### config.mk
export PLATFORM = sky130hd
export DESIGN_NAME = ibex_multdiv_sequencer_flat
export DESIGN_NICKNAME = d
export VERILOG_FILES = /design/src/rtl/ibex_pkg.sv /design/src/rtl/ibex_multdiv_sequencer_if.sv /design/src/rtl/ibex_multdiv_sequencer.sv /design/src/flat_wrapper.sv
export SDC_FILE = /design/constraint.sdc
export NUM_CORES = 1
export LEC_CHECK = 0
export BUFFER_PORTS_ARGS = -buffer_cell sky130_fd_sc_hd__buf_2
export CAP_MARGIN = 15
export CORE_ASPECT_RATIO = 1.1
export CORE_MARGIN = 1.5
export CORE_UTILIZATION = 34
export DETAILED_ROUTE_END_ITERATION = 6
export PLACE_DENSITY = 0.6
export RECOVER_POWER = 50
export SYNTH_ARGS = -nofsm -noshare
export SYNTH_HDL_FRONTEND = slang
export SYNTH_SLANG_ARGS = --single-unit
### constraint.sdc
create_clock -name clk_i -period 3.3 [get_ports clk_i]
set_input_delay 0.66 -clock clk_i [delete_from_list [all_inputs] [get_ports clk_i]]
set_output_delay 0.66 -clock clk_i [all_outputs]
set_load 0.01 [all_outputs]
### src/rtl/ibex_pkg.sv
// Shared types for the multiply/divide path: operator encoding and sequencer states.
package ibex_pkg;

    typedef enum logic [1:0] {
        MD_OP_MULL = 2'b00,
        MD_OP_MULH = 2'b01,
        MD_OP_DIV  = 2'b10,
        MD_OP_REM  = 2'b11
    } md_op_e;

    typedef enum logic [1:0] {
        SEQ_IDLE  = 2'b00,
        SEQ_BUSY  = 2'b01,
        SEQ_DRAIN = 2'b10,
        SEQ_RESP  = 2'b11
    } md_seq_state_e;

endpackage

### src/rtl/ibex_multdiv_sequencer_if.sv
// Request, datapath and response signals of the multdiv sequencer.
// slave is the sequencer's view; master is the surrounding core/datapath view.
interface ibex_multdiv_sequencer_if;
    import ibex_pkg::*;

    logic        req_valid_i;
    logic        req_ready_o;
    md_op_e      req_operator_i;
    logic [1:0]  req_signed_mode_i;
    logic [31:0] req_op_a_i;
    logic [31:0] req_op_b_i;
    logic        kill_i;

    logic        md_mult_en_o;
    logic        md_div_en_o;
    md_op_e      md_operator_o;
    logic [1:0]  md_signed_mode_o;
    logic [31:0] md_op_a_o;
    logic [31:0] md_op_b_o;
    logic [31:0] md_result_i;
    logic        md_valid_i;

    logic        rsp_valid_o;
    logic        rsp_ready_i;
    logic [31:0] rsp_result_o;
    logic        busy_o;

    modport slave (
        input  req_valid_i, req_operator_i, req_signed_mode_i, req_op_a_i, req_op_b_i, kill_i,
        input  md_result_i, md_valid_i, rsp_ready_i,
        output req_ready_o, md_mult_en_o, md_div_en_o, md_operator_o, md_signed_mode_o,
        output md_op_a_o, md_op_b_o, rsp_valid_o, rsp_result_o, busy_o
    );

    modport master (
        output req_valid_i, req_operator_i, req_signed_mode_i, req_op_a_i, req_op_b_i, kill_i,
        output md_result_i, md_valid_i, rsp_ready_i,
        input  req_ready_o, md_mult_en_o, md_div_en_o, md_operator_o, md_signed_mode_o,
        input  md_op_a_o, md_op_b_o, rsp_valid_o, rsp_result_o, busy_o
    );

endinterface

### src/rtl/ibex_multdiv_sequencer.sv
// Sequences one mul/div request at a time through the datapath, with a one-entry result cache.
// Latency: miss -> response the cycle after md_valid_i; hit -> response one cycle after accept.
// Backpressure: holds the response until rsp_ready_i; accepts new requests only when idle.
module ibex_multdiv_sequencer
    import ibex_pkg::*;
#(
    parameter bit ResultCache = 1'b1
) (
    input  logic                     clk_i,
    input  logic                     rst_ni,
    ibex_multdiv_sequencer_if.slave  bus
);

    md_seq_state_e state_q, state_d;
    md_op_e        op_q, op_d;
    logic [1:0]    sm_q, sm_d;
    logic [31:0]   a_q, a_d, b_q, b_d;
    logic          mult_en_q, mult_en_d, div_en_q, div_en_d;
    logic          rsp_valid_q, rsp_valid_d;
    logic [31:0]   rsp_result_q, rsp_result_d;
    logic          cache_valid_q, cache_valid_d;
    md_op_e        cache_op_q, cache_op_d;
    logic [1:0]    cache_sm_q, cache_sm_d;
    logic [31:0]   cache_a_q, cache_a_d, cache_b_q, cache_b_d, cache_data_q, cache_data_d;

    logic accept, hit, req_is_mult;

    assign accept      = bus.req_valid_i & (state_q == SEQ_IDLE) & ~bus.kill_i;
    assign req_is_mult = (bus.req_operator_i == MD_OP_MULL) | (bus.req_operator_i == MD_OP_MULH);
    assign hit         = ResultCache & cache_valid_q
                       & (cache_op_q == bus.req_operator_i)
                       & (cache_sm_q == bus.req_signed_mode_i)
                       & (cache_a_q  == bus.req_op_a_i)
                       & (cache_b_q  == bus.req_op_b_i);

    always_comb begin
        state_d       = state_q;
        op_d          = op_q;
        sm_d          = sm_q;
        a_d           = a_q;
        b_d           = b_q;
        mult_en_d     = mult_en_q;
        div_en_d      = div_en_q;
        rsp_valid_d   = rsp_valid_q;
        rsp_result_d  = rsp_result_q;
        cache_valid_d = cache_valid_q;
        cache_op_d    = cache_op_q;
        cache_sm_d    = cache_sm_q;
        cache_a_d     = cache_a_q;
        cache_b_d     = cache_b_q;
        cache_data_d  = cache_data_q;

        unique case (state_q)
            SEQ_IDLE: begin
                if (accept) begin
                    op_d = bus.req_operator_i;
                    sm_d = bus.req_signed_mode_i;
                    a_d  = bus.req_op_a_i;
                    b_d  = bus.req_op_b_i;
                    if (hit) begin
                        state_d      = SEQ_RESP;
                        rsp_valid_d  = 1'b1;
                        rsp_result_d = cache_data_q;
                    end else begin
                        state_d   = SEQ_BUSY;
                        mult_en_d = req_is_mult;
                        div_en_d  = ~req_is_mult;
                    end
                end
            end
            SEQ_BUSY: begin
                if (bus.md_valid_i) begin
                    mult_en_d = 1'b0;
                    div_en_d  = 1'b0;
                    if (bus.kill_i) begin
                        state_d = SEQ_IDLE;
                    end else begin
                        state_d       = SEQ_RESP;
                        rsp_valid_d   = 1'b1;
                        rsp_result_d  = bus.md_result_i;
                        cache_valid_d = 1'b1;
                        cache_op_d    = op_q;
                        cache_sm_d    = sm_q;
                        cache_a_d     = a_q;
                        cache_b_d     = b_q;
                        cache_data_d  = bus.md_result_i;
                    end
                end else if (bus.kill_i) begin
                    // Keep the enables up so the datapath runs to completion and returns to idle.
                    state_d = SEQ_DRAIN;
                end
            end
            SEQ_DRAIN: begin
                if (bus.md_valid_i) begin
                    state_d   = SEQ_IDLE;
                    mult_en_d = 1'b0;
                    div_en_d  = 1'b0;
                end
            end
            SEQ_RESP: begin
                if (bus.rsp_ready_i || bus.kill_i) begin
                    state_d     = SEQ_IDLE;
                    rsp_valid_d = 1'b0;
                end
            end
            default: state_d = SEQ_IDLE;
        endcase
    end

    always_ff @(posedge clk_i or negedge rst_ni) begin
        if (!rst_ni) begin
            state_q       <= SEQ_IDLE;
            op_q          <= MD_OP_MULL;
            sm_q          <= 2'b00;
            a_q           <= 32'h0;
            b_q           <= 32'h0;
            mult_en_q     <= 1'b0;
            div_en_q      <= 1'b0;
            rsp_valid_q   <= 1'b0;
            rsp_result_q  <= 32'h0;
            cache_valid_q <= 1'b0;
            cache_op_q    <= MD_OP_MULL;
            cache_sm_q    <= 2'b00;
            cache_a_q     <= 32'h0;
            cache_b_q     <= 32'h0;
            cache_data_q  <= 32'h0;
        end else begin
            state_q       <= state_d;
            op_q          <= op_d;
            sm_q          <= sm_d;
            a_q           <= a_d;
            b_q           <= b_d;
            mult_en_q     <= mult_en_d;
            div_en_q      <= div_en_d;
            rsp_valid_q   <= rsp_valid_d;
            rsp_result_q  <= rsp_result_d;
            cache_valid_q <= cache_valid_d;
            cache_op_q    <= cache_op_d;
            cache_sm_q    <= cache_sm_d;
            cache_a_q     <= cache_a_d;
            cache_b_q     <= cache_b_d;
            cache_data_q  <= cache_data_d;
        end
    end

    assign bus.req_ready_o      = (state_q == SEQ_IDLE);
    assign bus.busy_o           = (state_q != SEQ_IDLE);
    assign bus.md_mult_en_o     = mult_en_q;
    assign bus.md_div_en_o      = div_en_q;
    assign bus.md_operator_o    = op_q;
    assign bus.md_signed_mode_o = sm_q;
    assign bus.md_op_a_o        = a_q;
    assign bus.md_op_b_o        = b_q;
    assign bus.rsp_valid_o      = rsp_valid_q;
    assign bus.rsp_result_o     = rsp_result_q;

    a_state_valid: assert property (@(posedge clk_i) disable iff (!rst_ni)
        !$isunknown(state_q) && (state_q inside {SEQ_IDLE, SEQ_BUSY, SEQ_DRAIN, SEQ_RESP}));

    a_en_onehot: assert property (@(posedge clk_i) disable iff (!rst_ni)
        !(mult_en_q && div_en_q));

endmodule

### src/flat_wrapper.sv
// flat-port wrapper written by rule: the top's interface ports become plain ports
module ibex_multdiv_sequencer_flat import ibex_pkg::*;
#(
    parameter bit ResultCache = 1'b1
)
  (clk_i, rst_ni, bus_req_valid_i, bus_req_operator_i, bus_req_signed_mode_i, bus_req_op_a_i, bus_req_op_b_i, bus_kill_i, bus_md_result_i, bus_md_valid_i, bus_rsp_ready_i, bus_req_ready_o, bus_md_mult_en_o, bus_md_div_en_o, bus_md_operator_o, bus_md_signed_mode_o, bus_md_op_a_o, bus_md_op_b_o, bus_rsp_valid_o, bus_rsp_result_o, bus_busy_o);
  ibex_multdiv_sequencer_if bus_i ();
  input  logic clk_i;
  input  logic rst_ni;
  input wire logic [$bits(bus_i.req_valid_i)-1:0] bus_req_valid_i;
  input wire logic [$bits(bus_i.req_operator_i)-1:0] bus_req_operator_i;
  input wire logic [$bits(bus_i.req_signed_mode_i)-1:0] bus_req_signed_mode_i;
  input wire logic [$bits(bus_i.req_op_a_i)-1:0] bus_req_op_a_i;
  input wire logic [$bits(bus_i.req_op_b_i)-1:0] bus_req_op_b_i;
  input wire logic [$bits(bus_i.kill_i)-1:0] bus_kill_i;
  input wire logic [$bits(bus_i.md_result_i)-1:0] bus_md_result_i;
  input wire logic [$bits(bus_i.md_valid_i)-1:0] bus_md_valid_i;
  input wire logic [$bits(bus_i.rsp_ready_i)-1:0] bus_rsp_ready_i;
  output wire logic [$bits(bus_i.req_ready_o)-1:0] bus_req_ready_o;
  output wire logic [$bits(bus_i.md_mult_en_o)-1:0] bus_md_mult_en_o;
  output wire logic [$bits(bus_i.md_div_en_o)-1:0] bus_md_div_en_o;
  output wire logic [$bits(bus_i.md_operator_o)-1:0] bus_md_operator_o;
  output wire logic [$bits(bus_i.md_signed_mode_o)-1:0] bus_md_signed_mode_o;
  output wire logic [$bits(bus_i.md_op_a_o)-1:0] bus_md_op_a_o;
  output wire logic [$bits(bus_i.md_op_b_o)-1:0] bus_md_op_b_o;
  output wire logic [$bits(bus_i.rsp_valid_o)-1:0] bus_rsp_valid_o;
  output wire logic [$bits(bus_i.rsp_result_o)-1:0] bus_rsp_result_o;
  output wire logic [$bits(bus_i.busy_o)-1:0] bus_busy_o;
  assign bus_i.req_valid_i = bus_req_valid_i;
  assign bus_i.req_operator_i = bus_req_operator_i;
  assign bus_i.req_signed_mode_i = bus_req_signed_mode_i;
  assign bus_i.req_op_a_i = bus_req_op_a_i;
  assign bus_i.req_op_b_i = bus_req_op_b_i;
  assign bus_i.kill_i = bus_kill_i;
  assign bus_i.md_result_i = bus_md_result_i;
  assign bus_i.md_valid_i = bus_md_valid_i;
  assign bus_i.rsp_ready_i = bus_rsp_ready_i;
  assign bus_req_ready_o = bus_i.req_ready_o;
  assign bus_md_mult_en_o = bus_i.md_mult_en_o;
  assign bus_md_div_en_o = bus_i.md_div_en_o;
  assign bus_md_operator_o = bus_i.md_operator_o;
  assign bus_md_signed_mode_o = bus_i.md_signed_mode_o;
  assign bus_md_op_a_o = bus_i.md_op_a_o;
  assign bus_md_op_b_o = bus_i.md_op_b_o;
  assign bus_rsp_valid_o = bus_i.rsp_valid_o;
  assign bus_rsp_result_o = bus_i.rsp_result_o;
  assign bus_busy_o = bus_i.busy_o;
  ibex_multdiv_sequencer #(.ResultCache(ResultCache)) u_core (.clk_i(clk_i), .rst_ni(rst_ni), .bus(bus_i));
endmodule
==> flow_summary_export.csv <==
group,metric,value,unit
global_routing,grt_use_total,14.7,%
timing,finalHoldViolations,0,
cells_and_area,final_util,43.2,%
cts,clkSinkCount,206,
flow_run,cap_viol_max_count,1,
logic_synthesis,synth.area.mux_share,29.4,%
worst_setup_path,worstPathArrival,3.02,ns
floorplanning,die_h,175,um
worst_setup_path,rr_worst_depth,8,
worst_setup_path,cp_slowest_cell,"nor4_4",
drt,met2_length,9.07,mm
logic_synthesis,yosysTopAreaCellShare,56.4,%
logic_synthesis,synthesis.area,9140,um2
cts,cts_buffer_depth,3,
worst_setup_path,r2r_setup_slack,0.67,ns
logic_synthesis,synth-edff-count,0,
drt,ant_nets,0,
drt,top_layer,"met5",
drt,wl_met3,1.68,mm
logic_synthesis,synth-xor-area-share,4.50,%
timing,tightest_slew,2.29,ns
cells_and_area,diodes,0,
worst_setup_path,cp_slowest_stage_delay,0.38,ns
cts,cts_tree,"built",
cells_and_area,final_layout_size_suffix_gt1_share,51.0,%
logic_synthesis,async_reset_ff_share,100,%
cts,clockRootBuffer,"clkbuf_16",
logic_synthesis,synth_flop_cell,"dfrtp_1",
cts,post-cts-setup-buffer-count,0,
logic_synthesis,syn_inst,621,
logic_synthesis,ys_types,39,
global_routing,grt_first_pass_wirelength,33.0,mm
cts,h-tree-depth,1,
drt,drt_pre_antenna_iters,4,
worst_setup_path,crit_family,"compound AO/OA/AOI/OAI gates",
cells_and_area,stdcell_count,1211,
worst_setup_path,worstReg2RegStart,"u_core.cache_b_q[24]$_DFFE_PN0P_",
worst_setup_path,crit_chain,"nor2b_1, a2111o_1, a2111oi_2, nand4_1, nor4_4, a2bb2o_4, buf_12, mux2_4",
logic_synthesis,synth_largest_area_cell,"dfrtp_1",
cts,cts.hold.buffers_added,0,
cts,cts_buffers,24,
global_routing,antenna_found_initial,4,
worst_setup_path,crit_end,"u_core.bus.rsp_result_o[3]$_DFFE_PN0P_",
drt,vias,5758,
outcome,status,"complete, but fails checks",
timing,setup_tns,0,ns
pwr,vdd_drop_max,0.000458,V
pwr,p_leak,5.18,nW
logic_synthesis,synth_seq_area_share,56.4,%
cts,clk_pin_slew,0.06,ns
global_routing,grt_max_degree,87,
cells_and_area,layout_common_cells,"dfrtp_1 (206), mux2_2 (196), buf_2 (157), clkbuf_1 (58), mux2_4 (30)",
global_routing,overflow,0,
drt,drt-initial-drc-count,177,
worst_setup_path,path_max_fanout,10,
timing,skew,0.00775,ns
worst_setup_path,cp_num_cells,8,
floorplanning,dieArea,27900,um2
timing,maxSlewViolCount,85,
logic_synthesis,synth-seq-cells,206,
floorplanning,rows,62,
placement,portBuffers,210,
logic_synthesis,synthTopCellsByArea,"dfrtp_1 (56%), mux2_2 (24%), mux2_4 (4.9%)",
timing,maxSlewHeadroom,-52.7,%
drt,wl_met1,9.35,mm
global_routing,first_global_vias,6037,
logic_synthesis,synth_top_family_by_area,"multiplexers",
cells_and_area,final_nets,958,
cts,insertion_delay,0.51,ns
timing,fin_crit_sh,79.8,%
drt,drc_errors,0,
placement,dp_hpwl,14.4,mm
cts,cts_resized,0,
worst_setup_path,critPathLaunch,"u_core.cache_b_q[24]$_DFFE_PN0P_",
drt,wl_per_cell,16.9,um
floorplanning,core_area,26300,um2
cells_and_area,area_growth,24.3,%
drt,drt-vias-per-instance,4.75,
timing,max_freq,380,MHz
timing,rsz0062_at_grt,"no",
worst_setup_path,startpoint_type,"flip-flop",
worst_setup_path,worst-path-buf-inv,1,
pwr,p_total,11.3,mW
timing,finalSetupViolations,0,
floorplanning,io_pins,211,
worst_setup_path,required,3.69,ns
worst_setup_path,cp-end-kind,"flip-flop",
timing,period_minus_slack,2.63,ns
logic_synthesis,avgSynthCellArea,14.7,um2
cells_and_area,layout_commonest_cell,"dfrtp_1",
pwr,powerDensity,996,nW/um2
floorplanning,start_util,34.8,%
logic_synthesis,synthAdderAreaFrac,0.547,%
placement,place_congestion,0.741,
placement,dp.cells,1174,
timing,hold_slack,0.396,ns
worst_setup_path,timing.rr.end,"u_core.bus.rsp_result_o[3]$_DFFE_PN0P_",
logic_synthesis,synthSimpleGateAreaFrac,3.60,%
floorplanning,die_w,159,um
logic_synthesis,synth_nets,731,
drt,wirelength,20.5,mm
worst_setup_path,critical_path_class,"reg2reg",
hold_path,min_path_type,"in2reg",
logic_synthesis,yosys_warnings,0,
outcome,violations,"capacitance limit, slew limit",
logic_synthesis,synth_compound_area_share,2.94,%
synth_stat cells (6+ instances only):
master and instances:
o21ai_0 6, clkbuf_1 23, inv_1 18, dfrtp_1 206
nand2_1 7, xor2_1 19, nand4_1 9, nor4_1 6
xnor2_1 28, mux2_4 30, mux2_2 196, nand2b_1 17
flip-flops by register name, summed over array words and instances (netlist names):
signal and flops:
u_core.bus.md_operator_o 2, u_core.bus.md_div_en_o 1, u_core.bus.rsp_valid_o 1, u_core.cache_sm_q 2, u_core.bus.rsp_result_o 32, u_core.bus.md_mult_en_o 1, u_core.cache_valid_q 1, u_core.cache_b_q 32
u_core.bus.md_signed_mode_o 2, u_core.cache_data_q 32, u_core.cache_a_q 32, u_core.bus.md_op_a_o 32, u_core.cache_op_q 2, u_core.bus.md_op_b_o 32, u_core.state_q 2
worst reg2reg max path: cells and delay by family (launching register included):
family | cells | cell delay (ns)
flip-flops | 1 | 0.37
AND/OR/NAND/NOR | 3 | 0.73
buffers and inverters | 1 | 0.17
AO/OA/AOI/OAI | 3 | 0.95
multiplexers | 1 | 0.31
metal layers:
layer | global-route usage [%] | up-vias
li1 | - | 2654
met3 | 5.03 | 37
met4 | 3.62 | 4
met5 | 0 | -
met2 | 22.4 | 177
met1 | 20.2 | 2886
layout make-up:
type                            count  area (um2)
Clock inverter                      4        70.1
Sequential cell                   206        5150
Tap cell                          352         440
Timing Repair Buffer              228        1200
Multi-Input combinational cell    369        3750
Inverter                           19        71.3
Fill cell                        2485       14900
Clock buffer                       33         676
worst min path at each step:
stage / from / to / slack (ns) / cells past startpoint
detailed placement: u_core.cache_valid_q$_DFFE_PN0P_ / u_core.cache_valid_q$_DFFE_PN0P_ / 0.46 / 1
global placement: u_core.cache_valid_q$_DFFE_PN0P_ / u_core.cache_valid_q$_DFFE_PN0P_ / 0.45 / 1
global route: bus_md_result_i[29] / u_core.cache_data_q[29]$_DFFE_PN0P_ / 0.37 / 2
finish: bus_md_result_i[29] / u_core.cache_data_q[29]$_DFFE_PN0P_ / 0.40 / 2
CTS: rst_ni / u_core.cache_data_q[3]$_DFFE_PN0P_ / 0.24 / 1
floorplan: rst_ni / u_core.bus.md_div_en_o$_DFFE_PN0P_ / 0.36 / 0
per-stage QoR:
stage / setup WS (ns) / cell area (um2)
detailed placement: 0.179 / 10700
global route: 0.435 / 11400
floorplan: 0.553 / 9140
finish: 0.668 / 11400
CTS: 0.571 / 11400
global placement: 0.208 / 10700
logic make-up after synthesis:
kind of cell	after synthesis
muxes	229
buffers and inverters	46
AOI/OAI and AO/OA	34
DFF	206
and+or+nand+nor	55
xor gates and xnor gates	47
adders and majority gates	4
report_power, final:
group | switching [mW] | internal, mW
registers | 0.792 | 3.81
clock network | 0.994 | 1.56
logic | 1.77 | 2.39
total | 3.56 | 7.77
Note: power is estimated with default switching activity, not from simulation.
